<file path="src/rtl/ddr_rx_pkg.sv">
// Shared types and helpers for the DDR receive deframer.
// State encodings are fixed so external debug taps read stable values.
package ddr_rx_pkg;

    typedef enum logic [1:0] {
        IDLE    = 2'd0,
        HUNT    = 2'd1,
        RECEIVE = 2'd2
    } state_t;

    function automatic int clog2(input int n);
        int r;
        r = 0;
        for (int i = 0; i < 31; i++) begin
            if ((1 << i) < n) r = i + 1;
        end
        return r;
    endfunction

endpackage

</file>
<file path="src/rtl/ddr_capture.sv">
// DDR front end: delivers {b0,b1} per posedge, b0 being the earlier bit.
module ddr_capture (
    input  logic       clock,
    input  logic       resetq,
    input  logic       ddr_in,
    output logic [1:0] pair
);

    logic rise_q;
    logic fall_q;
    logic b0_q;

    ddr_dff u_ddff (
        .clock  (clock),
        .resetq (resetq),
        .d      (ddr_in),
        .q_rise (rise_q),
        .q_fall (fall_q)
    );

    // Retime the negedge sample so both bits launch from the same posedge.
    always_ff @(posedge clock or negedge resetq) begin
        if (!resetq) b0_q <= 1'b0;
        else         b0_q <= fall_q;
    end

    assign pair = {b0_q, rise_q};

endmodule

</file>
<file path="src/rtl/ddr_dff.sv">
// Dual-edge input flop: one sample per clock edge.
module ddr_dff (
    input  logic clock,
    input  logic resetq,
    input  logic d,
    output logic q_rise,
    output logic q_fall
);

    always_ff @(posedge clock or negedge resetq) begin
        if (!resetq) q_rise <= 1'b0;
        else         q_rise <= d;
    end

    always_ff @(negedge clock or negedge resetq) begin
        if (!resetq) q_fall <= 1'b0;
        else         q_fall <= d;
    end

endmodule

</file>
<file path="src/rtl/ddr_rx_deframer.sv">
// DDR serial receiver: sync hunt, fixed-length framing, word FIFO.
module ddr_rx_deframer
    import ddr_rx_pkg::*;
#(
    parameter int               WIDTH       = 8,
    parameter int               DEPTH       = 4,
    parameter logic [WIDTH-1:0] SYNC        = 8'hA5,
    parameter int               FRAME_WORDS = 16
) (
    input  logic             clock,
    input  logic             resetq,
    input  logic             ddr_in,
    input  logic             enable,
    output logic [WIDTH-1:0] m_data,
    output logic             m_valid,
    input  logic             m_ready,
    output logic             locked,
    output logic             overflow,
    input  logic             clear_overflow
);

    localparam int AW  = clog2(DEPTH);
    localparam int PW  = clog2(WIDTH / 2);
    localparam int WCW = clog2(FRAME_WORDS + 1);
    localparam logic [PW-1:0]  PAIR_LAST = PW'(WIDTH / 2 - 1);
    localparam logic [WCW-1:0] WORD_LAST = WCW'(FRAME_WORDS - 1);

    logic [1:0]       pair;
    state_t           state;
    state_t           state_nx;
    logic [WIDTH-2:0] sr;
    logic             phase;
    logic [PW-1:0]    pcnt;
    logic [WCW-1:0]   wcnt;
    logic [WIDTH-1:0] shifted;
    logic [WIDTH-1:0] skewed;
    logic [WIDTH-1:0] word;
    logic             sync_even;
    logic             sync_odd;
    logic             word_done;
    logic             last_word;
    logic [WIDTH-1:0] mem [DEPTH];
    logic [AW:0]      wptr;
    logic [AW:0]      rptr;
    logic             empty;
    logic             full;
    logic             pop;
    logic             push;
    logic             drop;

    ddr_capture u_cap (
        .clock  (clock),
        .resetq (resetq),
        .ddr_in (ddr_in),
        .pair   (pair)
    );

    // sr keeps only WIDTH-1 bits of history; that covers both alignments.
    assign shifted   = {sr[WIDTH-3:0], pair};
    assign skewed    = {sr, pair[1]};
    assign word      = phase ? skewed : shifted;
    assign sync_even = (shifted == SYNC);
    assign sync_odd  = (skewed == SYNC);
    assign word_done = enable && (state == RECEIVE) && (pcnt == PAIR_LAST);
    assign last_word = (wcnt == WORD_LAST);

    assign empty = (wptr == rptr);
    assign full  = (wptr[AW] != rptr[AW]) &&
                   (wptr[AW-1:0] == rptr[AW-1:0]);
    assign pop   = !empty && m_ready;
    assign push  = word_done && (!full || pop);
    assign drop  = word_done && full && !pop;

    always_comb begin
        state_nx = state;
        unique case (state)
            IDLE:    state_nx = HUNT;
            HUNT:    if (sync_even || sync_odd) state_nx = RECEIVE;
            RECEIVE: if (drop || (word_done && last_word)) state_nx = HUNT;
            default: state_nx = IDLE;
        endcase
        if (!enable) state_nx = IDLE;
    end

    always_ff @(posedge clock or negedge resetq) begin
        if (!resetq) state <= IDLE;
        else         state <= state_nx;
    end

    always_ff @(posedge clock or negedge resetq) begin
        if (!resetq) begin
            sr    <= '0;
            phase <= 1'b0;
            pcnt  <= '0;
            wcnt  <= '0;
        end else if (!enable || state == IDLE) begin
            sr    <= '0;
            phase <= 1'b0;
            pcnt  <= '0;
            wcnt  <= '0;
        end else begin
            sr <= shifted[WIDTH-2:0];
            if (state == HUNT) begin
                pcnt  <= '0;
                wcnt  <= '0;
                phase <= !sync_even && sync_odd;
            end else if (word_done) begin
                pcnt <= '0;
                wcnt <= (drop || last_word) ? '0 : wcnt + 1'b1;
            end else begin
                pcnt <= pcnt + 1'b1;
            end
        end
    end

    always_ff @(posedge clock or negedge resetq) begin
        if (!resetq)             overflow <= 1'b0;
        else if (drop)           overflow <= 1'b1;
        else if (clear_overflow) overflow <= 1'b0;
    end

    always_ff @(posedge clock or negedge resetq) begin
        if (!resetq) begin
            for (int i = 0; i < DEPTH; i++) mem[i] <= '0;
            wptr <= '0;
            rptr <= '0;
        end else begin
            if (push) begin
                mem[wptr[AW-1:0]] <= word;
                wptr              <= wptr + 1'b1;
            end
            if (pop) rptr <= rptr + 1'b1;
        end
    end

    assign m_data  = mem[rptr[AW-1:0]];
    assign m_valid = !empty;
    assign locked  = (state == RECEIVE);

endmodule

</file>
<file path="config.mk">
export PLATFORM = sky130hd
export DESIGN_NAME = ddr_rx_deframer
export DESIGN_NICKNAME = d
export VERILOG_FILES = /design/src/rtl/ddr_rx_pkg.sv /design/src/rtl/ddr_capture.sv /design/src/rtl/ddr_dff.sv /design/src/rtl/ddr_rx_deframer.sv
export SDC_FILE = /design/constraint.sdc
export NUM_CORES = 1
export LEC_CHECK = 0
export CAP_MARGIN = 20
export CORE_MARGIN = 2
export CORE_UTILIZATION = 59
export DETAILED_ROUTE_END_ITERATION = 8
export GPL_ROUTABILITY_DRIVEN = 0
export PLACE_DENSITY = 0.88
export SETUP_SLACK_MARGIN = 0.5
export SLEW_MARGIN = 20
export SYNTH_ARGS = -nofsm -noshare
export SYNTH_HDL_FRONTEND = slang
export SYNTH_SLANG_ARGS = --single-unit
</file>
<file path="constraint.sdc">
create_clock -name clock -period 1.9 [get_ports clock]
set_input_delay 0.475 -clock clock [delete_from_list [all_inputs] [get_ports clock]]
set_output_delay 0.475 -clock clock [all_outputs]
set_load 0.02 [all_outputs]
</file>
-- Yosys cells after proc, flatten, opt, wreduce, memory -nomap -nowiden
Index checks and enable logic that the tools add are counted.
- word-level logic and storage cells: 83
- register bits: 59
- add/subtract/negate cells: 4
- eq/ne operators: 11
- bitwise logic cells: 2
- order comparisons: 3
- reduce and logical (&&, ||, !) cells: 25
- multiplexer cells: 23
- operators by type and width (cell ; number):
    bitwise mux 32 bit ; 1
    two-way mux 8 bit ; 4
    two-way mux 5 bit ; 4
    binary-select mux 8 bit (select 2 bit) ; 1
    demux 8 bit (select 2 bit) ; 1
    == test 8 bit, second input constant ; 2
    two-way mux 2 bit ; 6
    logical AND 1 bit ; 10
    two-way mux 7 bit ; 1
    adder 3 x 1 -> 3 bit, second input constant ; 2
    >= comparator 3 bit, second input constant ; 2
    NOT 2 -> 3 bit ; 2
    case mux 2 bit (3 select lines) ; 1
    adder 5 x 1 -> 5 bit, second input constant ; 1
    == test 5 x 4 -> 1 bit, second input constant ; 1
    zero test 1 bit ; 5
    logical OR 1 bit ; 5
    == test 2 bit, second input constant ; 2
    two-way mux 1 bit ; 4
    nonzero test 2 bit ; 2
    == test 3 bit ; 1
    less-than comparator 3 x 1 -> 1 bit, second input constant ; 1
    inequality test 3 x 2 -> 1 bit, second input constant ; 1
    inequality test 3 bit, second input constant ; 1
    other kinds (7) ; 7

-- Longest topological paths before layout
- word-level depth: 10
- gate-level depth with buffers: 7

-- By module
A second synthesis with hierarchy kept.
- cells, all modules: 237
- area, all modules: 2750.1 sq um
- modules (own cells, without submodules) (module ; area an instance (sq um) ; cells an instance ; instances ; sequential area each (sq um)):
    ddr_rx_deframer ; 2660.1 ; 232 ; 1 ; 1401.3
    ddr_dff ; 50.0 ; 2 ; 1 ; 50.0
    ddr_capture ; 40.0 ; 3 ; 1 ; 25.0

==> flow_metrics.tcl <==
set metrics [dict create \
    result_of_the_run "finished with violations" \
    violated_checks "setup timing" \
    globalRouteTotalUtil_pct 29.8 \
    layout.core_utilization_pct 85.5 \
    tmin_final_ps 2110 \
    cts_sinks 59 \
    portBuffers 16 \
    detailedRoute.firstPassIterationCount 5 \
    combinational_family_with_the_most_area_after_synthesis "compound AO/OA/AOI/OAI gates" \
    ys_seq_elements 59 \
    detail_route.wl_per_cell_um 25.4 \
    postSynth.asyncResetShare_pct 100 \
    top_level_ports 17 \
    rows 25 \
    synth_xor_area_share_pct 2.68 \
    layout.nets 312 \
    yosysWarnings 0 \
    tightestPinTransition_ps 724 \
    post_synth_num_cell_types 43 \
    remaining_drc_errors 0 \
    synthDominantAreaCellType "sky130_fd_sc_hd__dfrtp_1" \
    post_synth_instance_area_sq_um 2850 \
    vias 2371 \
    number_of_global_route_vias_before_repair 2243 \
    antenna_cells 0 \
    yosys-top-cells-area "sky130_fd_sc_hd__dfrtp_1 51%, sky130_fd_sc_hd__a21oi_1 9.8%, sky130_fd_sc_hd__mux4_1 3.7%" \
    cts_hold_repair.buffers 0 \
    fp.coreArea_sq_um 4690 \
    synth_ff_type "sky130_fd_sc_hd__dfrtp_1" \
    final_hold_viol_count 0 \
    synth_enable_flop_cells 0 \
    sum_neg_setup_slack_ps -1900 \
    worst_setup_path_end_kind "output pin" \
    seq_area_frac_synth_pct 51.9 \
    chipHeight_um 73.5 \
    cts_tree "yes" \
    adder_cell_fraction_of_synth_area_pct 3.52 \
    synth_top_area_share_pct 51.0 \
    critical_path.max_fanout 5 \
    cts-buffers-inserted 9 \
    route.antenna.remaining_nets 0 \
    p_leak_uw 0.00179 \
    final.setup.worst_slack_ps -213 \
    cts.path.max_buffers 2 \
    initialDrtViolationCount 181 \
    final_min_period_over_clock_period_pct 111 \
    hpwl_um 4210 \
    post_synth_inst_count 241 \
    largest_net_degree_at_the_start_of_global_routing 59 \
    cap_violations 0 \
    dieArea_sq_um 5400 \
    final-max-slew-violation-count 0 \
    power.density_nw_per_um2 957 \
    slew_headroom_pct 51.7 \
    die_x_um 73.5 \
    yosys.cell_count.top_type "sky130_fd_sc_hd__dfrtp_1" \
    post_synth_most_frequent_cells "58 x sky130_fd_sc_hd__dfrtp_1, 56 x sky130_fd_sc_hd__a21oi_1, 11 x sky130_fd_sc_hd__and2_1, 10 x sky130_fd_sc_hd__a21oi_2" \
    maxClockFrequency_mhz 473 \
    critPathLaunchType "register" \
    worst_hold_path_type "in2reg" \
    gr-total-overflow 0 \
    setup_viol 30 \
    fin_worst_skew_ps 12.5 \
    per_instance_average_area_after_synthesis_sq_um 11.8 \
    cts.htree.levels 3 \
    grt_setup_unrepaired "true" \
    synth-compound-area-share_pct 16.6 \
    initial_utilization_pct 60.7 \
    mappedNetlistNets 255 \
    cts.reportedPaths.clkPinSlew_ps 80 \
    worst-setup-path-type "reg2out" \
    avgViaCountPerCell 6.66 \
    drive_gt1_share_pct 50.7 \
    clk-insertion-delay-late_ps 350 \
    area_delta_synth_final_pct 41.0 \
    grt_pass1_wl_um 11700 \
    yosys-mux-area-fraction_pct 10.1 \
    clockRootBuffer "sky130_fd_sc_hd__clkbuf_8" \
    cp.required_ps 1420 \
    grt_antenna_before_repair 0 \
    simple_gate_fraction_of_synth_area_pct 9.49 \
    cp.arrival_ps 1640 \
    postRouteWirelength_um 9050 \
    ir_drop_mv 1.00 \
]
==> placed cells by master, fill, tap and decap left out, types with 3 or more instances in the layout <==
cell type / count
sky130_fd_sc_hd__a21oi_1: 21
sky130_fd_sc_hd__a21oi_2: 36
sky130_fd_sc_hd__a21oi_4: 9
sky130_fd_sc_hd__and2_1: 7
sky130_fd_sc_hd__and2_4: 4
sky130_fd_sc_hd__buf_12: 4
sky130_fd_sc_hd__buf_2: 4
sky130_fd_sc_hd__buf_4: 25
sky130_fd_sc_hd__buf_6: 23
sky130_fd_sc_hd__clkbuf_16: 3
sky130_fd_sc_hd__clkbuf_8: 11
sky130_fd_sc_hd__dfrtp_1: 57
sky130_fd_sc_hd__ha_1: 6
sky130_fd_sc_hd__inv_1: 9
sky130_fd_sc_hd__mux2i_1: 8
sky130_fd_sc_hd__mux4_2: 8
sky130_fd_sc_hd__nand2_1: 7
sky130_fd_sc_hd__nor2_1: 4
sky130_fd_sc_hd__nor4bb_1: 3
==> registers in the layout, summed over array words and instances, names as in the netlist <==
| name | flops |
|---|---|
| mem | 32 |
| overflow | 1 |
| pcnt | 2 |
| phase | 1 |
| rptr | 3 |
| sr | 7 |
| state | 2 |
| u_cap.b0_q | 1 |
| u_cap.u_ddff.q_fall | 1 |
| u_cap.u_ddff.q_rise | 1 |
| wcnt | 5 |
| wptr | 3 |
==> worst max-delay path, cell delays in order, from the launching register on <==
cell                        delay (ps)
sky130_fd_sc_hd__dfrtp_2           420
sky130_fd_sc_hd__clkbuf_16         170
sky130_fd_sc_hd__mux4_2            530
sky130_fd_sc_hd__buf_6             160
==> power breakdown <==
group / total (uW) / switching [uW] / internal (uW)
registers: 1440 / 92.5 / 1340
clock network: 1190 / 519 / 670
logic: 1220 / 598 / 620
total: 3840 / 1210 / 2630
==> final cells by class <==
cell class	count	area, sq um
Fill cell	199	678
Inverter	9	33.8
Clock inverter	2	35.0
Timing Repair Buffer	63	678
Tap cell	54	67.6
Clock buffer	13	159
Sequential cell	59	1480
Multi-Input combinational cell	156	1560
==> path summary, 6_finish.rpt <==
path	cells after the start	slack [ps]	from	endpoint
max in group asynchronous	1	970	resetq	u_cap.u_ddff.q_fall$_DFF_NN0_
worst max-delay path	3	-210	rptr[0]$_DFFE_PN0P_	m_data[4]
min in group asynchronous	2	350	resetq	pcnt[1]$_DFF_PN0_
worst min-delay path	1	250	ddr_in	u_cap.u_ddff.q_rise$_DFF_PN0_
worst max register to register	9	-40	rptr[0]$_DFFE_PN0P_	mem[19]$_DFFE_PN0P_
worst min register to register	1	530	wptr[2]$_DFFE_PN0P_	wptr[2]$_DFFE_PN0P_
==> stage by stage <==
step / area, sq um / power, uW / worst slack (ps) / hold slack (ps) / cells
2_1_floorplan: 2960 / 2020 / 317 / 179 / 241
3_3_place_gp: 3290 / 2340 / -173 / 432 / 326
3_5_place_dp: 3290 / 2370 / -266 / 454 / 326
4_1_cts: 3680 / 3570 / -158 / 255 / 349
5_1_grt: 4010 / 3950 / -233 / 234 / 356
6_report: 4010 / 3840 / -213 / 249 / 356
==> layer usage <==
layer | wire (um) | up-vias | global-route usage, %
li1 | - | 980 | -
met4 | 289 | 0 | 12.3
met5 | 0 | - | 0
met2 | 4480 | 167 | 46.4
met3 | 731 | 35 | 5.21
met1 | 3550 | 1189 | 41.8
==> timing repair <==
item | CTS | global route
gates cloned | 0 | 4
resized for setup | 96 | 51
setup endpoints to repair | 66 | 56
pin swaps | 6 | 9
setup buffers | 8 | 3
==> cells by family after synthesis <==
family,count (synthesis)
xor gates and xnor gates,7
DFF,59
buffers and inverters,26
adders and majority gates,8
muxes,17
AOI/OAI and AO/OA,79
and+or+nand+nor,45
Note: power is estimated with default switching activity, not from simulation.
